<file path="config.mk">
export PLATFORM = sky130hd
export DESIGN_NAME = ssd_scan_controller
export DESIGN_NICKNAME = d
export VERILOG_FILES = /design/src/rtl/ssd_pkg.sv /design/src/rtl/ssd_prescaler.sv /design/src/rtl/ssd_scan_controller.sv
export SDC_FILE = /design/constraint.sdc
export NUM_CORES = 1
export LEC_CHECK = 0
export BUFFER_PORTS_ARGS = -buffer_cell sky130_fd_sc_hd__buf_2
export CAP_MARGIN = 20
export CORE_MARGIN = 10
export CORE_UTILIZATION = 38
export CTS_BUF_LIST = sky130_fd_sc_hd__clkbuf_4
export CTS_CLUSTER_DIAMETER = 120
export DETAILED_ROUTE_END_ITERATION = 6
export HOLD_SLACK_MARGIN = 0.12
export PLACE_DENSITY_LB_ADDON = 0.08
export SLEW_MARGIN = 20
export SYNTH_ARGS = -nofsm -noshare
export SYNTH_HDL_FRONTEND = slang
export SYNTH_SLANG_ARGS = --single-unit
</file>
<file path="constraint.sdc">
create_clock -name clk -period 1.7 [get_ports clk]
set_input_delay 0.34 -clock clk [delete_from_list [all_inputs] [get_ports clk]]
set_output_delay 0.34 -clock clk [all_outputs]
set_load 0.005 [all_outputs]
</file>
<file path="src/rtl/ssd_pkg.sv">
// Shared constants and helpers for the seven-segment display path
// (scan controller, digit decoder top, hex-to-segment converter).
package ssd_pkg;
  localparam int DIGIT_COUNT = 4;
  localparam int SEL_W       = 2;
  localparam int NIBBLE_W    = 4;
  localparam int VALUE_W     = 16;

  typedef logic [SEL_W-1:0]    sel_t;
  typedef logic [NIBBLE_W-1:0] nibble_t;
  typedef logic [VALUE_W-1:0]  value_t;

  function automatic nibble_t digit_of(value_t v, sel_t s);
    return v[s*NIBBLE_W +: NIBBLE_W];
  endfunction
endpackage

</file>
<file path="src/rtl/ssd_prescaler.sv">
// Free-running divider: tick is high for one cycle out of every SCAN_DIV.
module ssd_prescaler #(
  parameter int SCAN_DIV = 50000
) (
  input  logic clk,
  input  logic rst,
  output logic tick
);
  localparam int CNT_W = (SCAN_DIV > 1) ? $clog2(SCAN_DIV) : 1;
  localparam logic [CNT_W-1:0] LAST = CNT_W'(SCAN_DIV - 1);

  logic [CNT_W-1:0] cnt_reg;

  always_ff @(posedge clk) begin
    if (rst) begin
      cnt_reg <= '0;
    end else if (tick) begin
      cnt_reg <= '0;
    end else begin
      cnt_reg <= cnt_reg + CNT_W'(1);
    end
  end

  assign tick = (cnt_reg == LAST);
endmodule

</file>
<file path="src/rtl/ssd_scan_controller.sv">
// Scans a shadow-buffered 16-bit hex value across four digits, with
// leading-zero blanking and per-digit decimal points.
module ssd_scan_controller
  import ssd_pkg::*;
#(
  parameter int SCAN_DIV = 50000
) (
  input  logic                clk,
  input  logic                rst,
  input  logic [VALUE_W-1:0]  value,
  input  logic                load,
  input  logic [DIGIT_COUNT-1:0] dp_in,
  input  logic                lz_blank,
  output logic [SEL_W-1:0]    sel,
  output logic [NIBBLE_W-1:0] nibble,
  output logic                digit_en,
  output logic                dp,
  output logic                frame_done
);
  logic                   tick;
  logic                   boundary;
  sel_t                   sel_reg;
  value_t                 disp_reg;
  value_t                 pend_reg;
  logic [DIGIT_COUNT-1:0] disp_dp_reg;
  logic [DIGIT_COUNT-1:0] pend_dp_reg;
  logic                   pend_flag_reg;
  logic                   frame_done_reg;
  logic [DIGIT_COUNT-1:0] upper_zero;

  ssd_prescaler #(.SCAN_DIV(SCAN_DIV)) u_prescaler (
    .clk  (clk),
    .rst  (rst),
    .tick (tick)
  );

  assign boundary = tick && (sel_reg == sel_t'(DIGIT_COUNT - 1));

  always_ff @(posedge clk) begin
    if (rst) begin
      sel_reg        <= '0;
      disp_reg       <= '0;
      disp_dp_reg    <= '0;
      pend_reg       <= '0;
      pend_dp_reg    <= '0;
      pend_flag_reg  <= 1'b0;
      frame_done_reg <= 1'b0;
    end else begin
      frame_done_reg <= boundary;
      if (tick) begin
        sel_reg <= sel_reg + sel_t'(1);
      end
      if (boundary) begin
        // A load landing on the boundary bypasses the older pending value.
        if (load) begin
          disp_reg    <= value;
          disp_dp_reg <= dp_in;
        end else if (pend_flag_reg) begin
          disp_reg    <= pend_reg;
          disp_dp_reg <= pend_dp_reg;
        end
        pend_flag_reg <= 1'b0;
      end else if (load) begin
        pend_reg      <= value;
        pend_dp_reg   <= dp_in;
        pend_flag_reg <= 1'b1;
      end
    end
  end

  // upper_zero[i]: display digits i..3 are all zero.
  for (genvar gi = 0; gi < DIGIT_COUNT; gi++) begin : g_upper_zero
    assign upper_zero[gi] = (disp_reg[VALUE_W-1:gi*NIBBLE_W] == '0);
  end

  assign sel        = sel_reg;
  assign nibble     = digit_of(disp_reg, sel_reg);
  assign digit_en   = !(lz_blank && (sel_reg != '0) && upper_zero[sel_reg]);
  assign dp         = disp_dp_reg[sel_reg] && digit_en;
  assign frame_done = frame_done_reg;
endmodule

</file>
# After elaboration in Yosys (flattened, before gate mapping)
# Index checks and enable logic that the tools add are counted.
# word_totals
reg_bits	60
input_bits	24
out_inout_bits	9
elab_cells	38
# op_classes
add_sub_neg	2
magnitude_cmp	1
n_eq_ne	2
shift	1
mux	8
n_bitwise	1
n_reduce_logical	15
# ops
op	n
$mux 16	2
$add 16x1->16 const B	1
$eq 16x16->1 const B	1
$logic_not 16->1	1
$shiftx 16x5->4	1
$logic_not 12->1	1
$logic_not 8->1	1
$mux 4	2
$bmux 1 s2	2
$logic_and 1x1->1	4
$logic_not 4->1	1
$reduce_and 2->1	2
$reduce_bool 2->1	2
$reduce_or 2->1	2
$lt 2x3->1 const B	1
$add 2x1->2 const B	1
$eq 2x2->1 const B	1
$mux 1	2
$logic_not 1->1	1
$not 1->1	1

# Logic depth before layout (Yosys ltp)
# logic_depth
ltp_word	6
ltp_mapped	6
mapped_depth_nobuf	5

# Hierarchy
# A second synthesis with hierarchy kept.
# unflattened
hier_cells	294
hier_area_um2	2678.8
# modules_own_cells
mod	instances	cells_per_inst	area_each_um2	seq_area_each_um2
ssd_scan_controller	1	213	1968.1	880.8
ssd_prescaler	1	81	710.7	320.3

# Worst setup path before layout
# Ideal clock, no wire load.
# synth_timing
path_kind	flip-flop to output port
start	register sel_reg[0] (netlist: sel[0])
end	output dp
arrival_time_ns	1.497
t_required_ns	1.360
setup_slack_ns	-0.137
path_stages_with_launch	6
path_buffers	1
path_cell_list	dfxtp_1 -> clkbuf_1 -> inv_1 -> ha_1 -> nor4b_1 -> a21boi_0
# synth_between
elab_chain_len	5
elab_cells_between_ends	9
classes_between	4 x mux; 5 x reduce/logical
# synth_lines
item	line	text
from (decl)	ssd_scan_controller.sv:22	sel_t sel_reg;
from (signal assigned)	ssd_scan_controller.sv:51	sel_reg <= sel_reg + sel_t'(1);
$bmux 1 s2 or $reduce_bool 2->1 (tied branches)	ssd_scan_controller.sv:78	assign digit_en = !(lz_blank && (sel_reg != '0) && upper_zero[sel_reg]);
$mux 1 (implied by the code) or $logic_and 1x1->1 (tied branches)	ssd_scan_controller.sv:78	
$logic_and 1x1->1	ssd_scan_controller.sv:78	
$logic_not 1->1	ssd_scan_controller.sv:78	
$logic_and 1x1->1 (*)	ssd_scan_controller.sv:79	assign dp = disp_dp_reg[sel_reg] && digit_en;
to (decl)	ssd_scan_controller.sv:17	output logic dp,
# Mark *: on every way between the ends. The rest lies on a longest branch, timed or not. The select of a mux whose other input is x is not followed.

# Worst setup path in the final report
# layout_timing
start	register disp_reg[13]
end	output dp
# layout_between
elab_chain_len	6
elab_cells_between_ends	9
classes_between	2 x mux; 7 x reduce/logical
# layout_lines
item	line	text
from (decl)	ssd_scan_controller.sv:23	value_t disp_reg;
from (signal assigned)	ssd_scan_controller.sv:56	disp_reg <= value;
from (signal assigned)	ssd_scan_controller.sv:59	disp_reg <= pend_reg;
$logic_not 16->1, or another cell as far along	ssd_scan_controller.sv:73	assign upper_zero[gi] = (disp_reg[VALUE_W-1:gi*NIBBLE_W] == '0);
$bmux 1 s2 (*)	ssd_scan_controller.sv:78	
$mux 1 (implied by the code) (*)	ssd_scan_controller.sv:78	
$logic_and 1x1->1 (*)	ssd_scan_controller.sv:78	
$logic_not 1->1 (*)	ssd_scan_controller.sv:78	
$logic_and 1x1->1 (*)	ssd_scan_controller.sv:79	
# Marks and branches as above.

==> results.toml <==
[status]
outcome = "finished with violations"
violations = "setup timing"

[setup_path]
end_kind = "output pin"
crit_type = "register to output pin"
worstPathMaxFanout = 2
arrival_ns = 1.79
critical-path-slowest-cell = "or4_4"
critical_path_buf_inv_count = 1
start_kind = "register"
cpPeakStageDelay_ns = 0.54
required_ns = 1.36
crit_path_cell_trace = "or4_4 > nor4b_4 > a21boi_1 > buf_2"
critPathTopFamily = "simple AND/OR/NAND/NOR gates"

[floorplan]
io-pin-count = 33
core_region_area_mm2 = 0.00718
num_rows = 31
fp.dieArea_mm2 = 0.0111
start_util_pct = 38.5
die_x_um = 105
fp.dieH_um = 105

[final_layout]
area_delta_synth_final_pct = 36.3
mostFrequentLayoutCells = "53 x dfxtp_1, 41 x nor2_1, 40 x mux2i_1"
finish.utilization_pct = 52.5
seq_area_mm2 = 0.00121
diodes = 0
drive_gt1_share_pct = 41.2
multiInputGateArea_mm2 = 0.00166
final_common_cell = "dfxtp_1"
fill_cells = 675
layout.nets = 391

[clocking]
cts_made_buffers = 9
cts_sinks = 60
path_clk_slew_ns = 0.10
cts_tree = "yes"
clockBufferDepth = 2
cts_max_level = 3
clock_latency_ns = 0.41
cts_root_buf = "clkbuf_4"

[sta]
drv_slew = 0
grt_setup_unrepaired = "yes"
hold_viol = 0
tns_ns = -2.53
max_freq_mhz = 470
fin_crit_sh_pct = 125
setup_viol = 26
layout_min_cycle_time_ns = 2.13
worst_pin_slew_ns = 0.377
max_slew_margin_pct = 74.9
skew_ns = 0.0171
setup_ws_ns = -0.426

[synth]
seq_area_frac_synth_pct = 43.5
synthMuxAreaShare_pct = 18.9
synth_edf_count = 0
synth_fa_ha_area_share_pct = 1.36
synth_fp_nets = 320
synthArstFlopShare_pct = 0
synth_seq_cells = 60
synth_top_family_by_area = "multiplexers"
synthDistinctLibCells = 32
synth_xor_xnor_area_share_pct = 4.76
synth_area_per_cell_um2 = 9.42
yosys_warnings = 0
synthFlopType = "dfxtp_1"
syn_area_mm2 = 0.00276
synth_compound_area_share_pct = 8.20
syn_inst = 293
yosys.area_share.simple_pct = 18.9

[global_route]
track_usage_pct = 12.6
antenna_found_initial = 0
grt_max_degree = 30
first_global_vias = 2349
gr-total-overflow = 0
grt_pass1_wl_mm = 11.3

[drt]
wl_per_cell_um = 14.7
wl_mm = 6.88
remaining_drc_errors = 0
viasPerCell = 4.91
antenna_left = 0
firstDrtPassIters = 4
dr_total_vias = 2297
drt-initial-drc-count = 75

[power_and_ir_drop]
p_leak_nw = 1.53
ir_drop_mv = 0.354
power.density_mw_per_mm2 = 676

[placement]
dp_hpwl_mm = 4.76
io_buffers = 32
gp_congestion = 0.784

[worst_hold_path]
hold_class = "input pin to register"

[job]
cap_violations = 0
## cell usage after synthesis, types with 3 or more instances
master,n,area [um2]
a21oi_1,21,105
nor4_1,7,43.8
clkbuf_1,13,48.8
o21ai_0,21,105
buf_2,3,15.0
ha_1,3,37.5
nand4_1,4,25.0
inv_1,7,26.3
nand2_1,4,15.0
or3_1,20,125
mux4_2,5,113
xnor2_1,13,114
dfxtp_1,60,1200
nor3_1,4,20.0
nor2_1,42,158
mux2i_1,41,410
nand3_1,6,30.0
## path summary, 6_finish.rpt
kind / slack (ns) / depth (start not counted) / to / startpoint
max: -0.43 / 4 / dp / disp_reg[13]
min: 0.18 / 3 / pend_reg[5] / value[5]
max reg2reg: -0.09 / 7 / disp_reg[7] / sel[0]
min reg2reg: 0.49 / 2 / disp_dp_reg[2] / disp_dp_reg[2]
## per-stage QoR
stage,hold WS [ns],power [mW],setup slack (ns),std cells,instance area (um2)
global route,0.168,2.67,-0.510,468,3760
detailed placement,0.469,1.71,-0.148,444,3280
finish,0.182,2.55,-0.426,468,3760
floorplan,0.430,1.62,0.0122,293,2760
CTS,0.155,2.55,-0.474,466,3550
global placement,0.461,1.71,-0.195,444,3280
## worst register-to-register path, stage by stage, from the launching register on
cell	delay, ns
dfxtp_2	0.37
buf_6	0.11
ha_4	0.12
and4_4	0.25
nand4_4	0.19
clkbuf_16	0.23
or3_4	0.36
a21oi_2	0.11
## final cells by class
| class | instances | share of cell area, % |
|---|---|---|
| Inverter | 7 | 0.698 |
| Clock buffer | 10 | 1.99 |
| Multi-Input combinational cell | 205 | 44.0 |
| Sequential cell | 60 | 32.1 |
| Timing Repair Buffer | 81 | 17.0 |
| Tap cell | 99 | 3.29 |
| Clock inverter | 6 | 0.831 |
## per-layer routing
metal / global-route usage (%) / share of wire (%)
met1: 16.4 / 51
met2: 18.9 / 45
met3: 3.11 / 2.8
met4: 6.37 / 1.7
met5: 0 / 0
## kinds of logic (layout without fill, tap and decap cells)
logic type                 after synthesis  after routing
AOI/OAI and AO/OA                       44             44
xor gates and xnor gates                15             15
adders and majority gates                3              3
buffers and inverters                   28            104
DFF                                     60             60
muxes                                   46             46
and+or+nand+nor                         97             97
## what timing repair did
action | in CTS | in global routing
setup buffers | 4 | 1
endpoints found under the setup margin | 26 | 39
hold buffers | 0 | 0
hold endpoints to repair | 0 | 0
resized for setup | 30 | 54
cloned | 3 | 2
pin swaps | 36 | 7
## power by group
group          total, mW  switching (mW)  internal [mW]
Clock              0.837           0.535          0.302
Combinational      0.252           0.131          0.121
Sequential          1.46          0.0168           1.44
(Power assumes the default switching activity.)
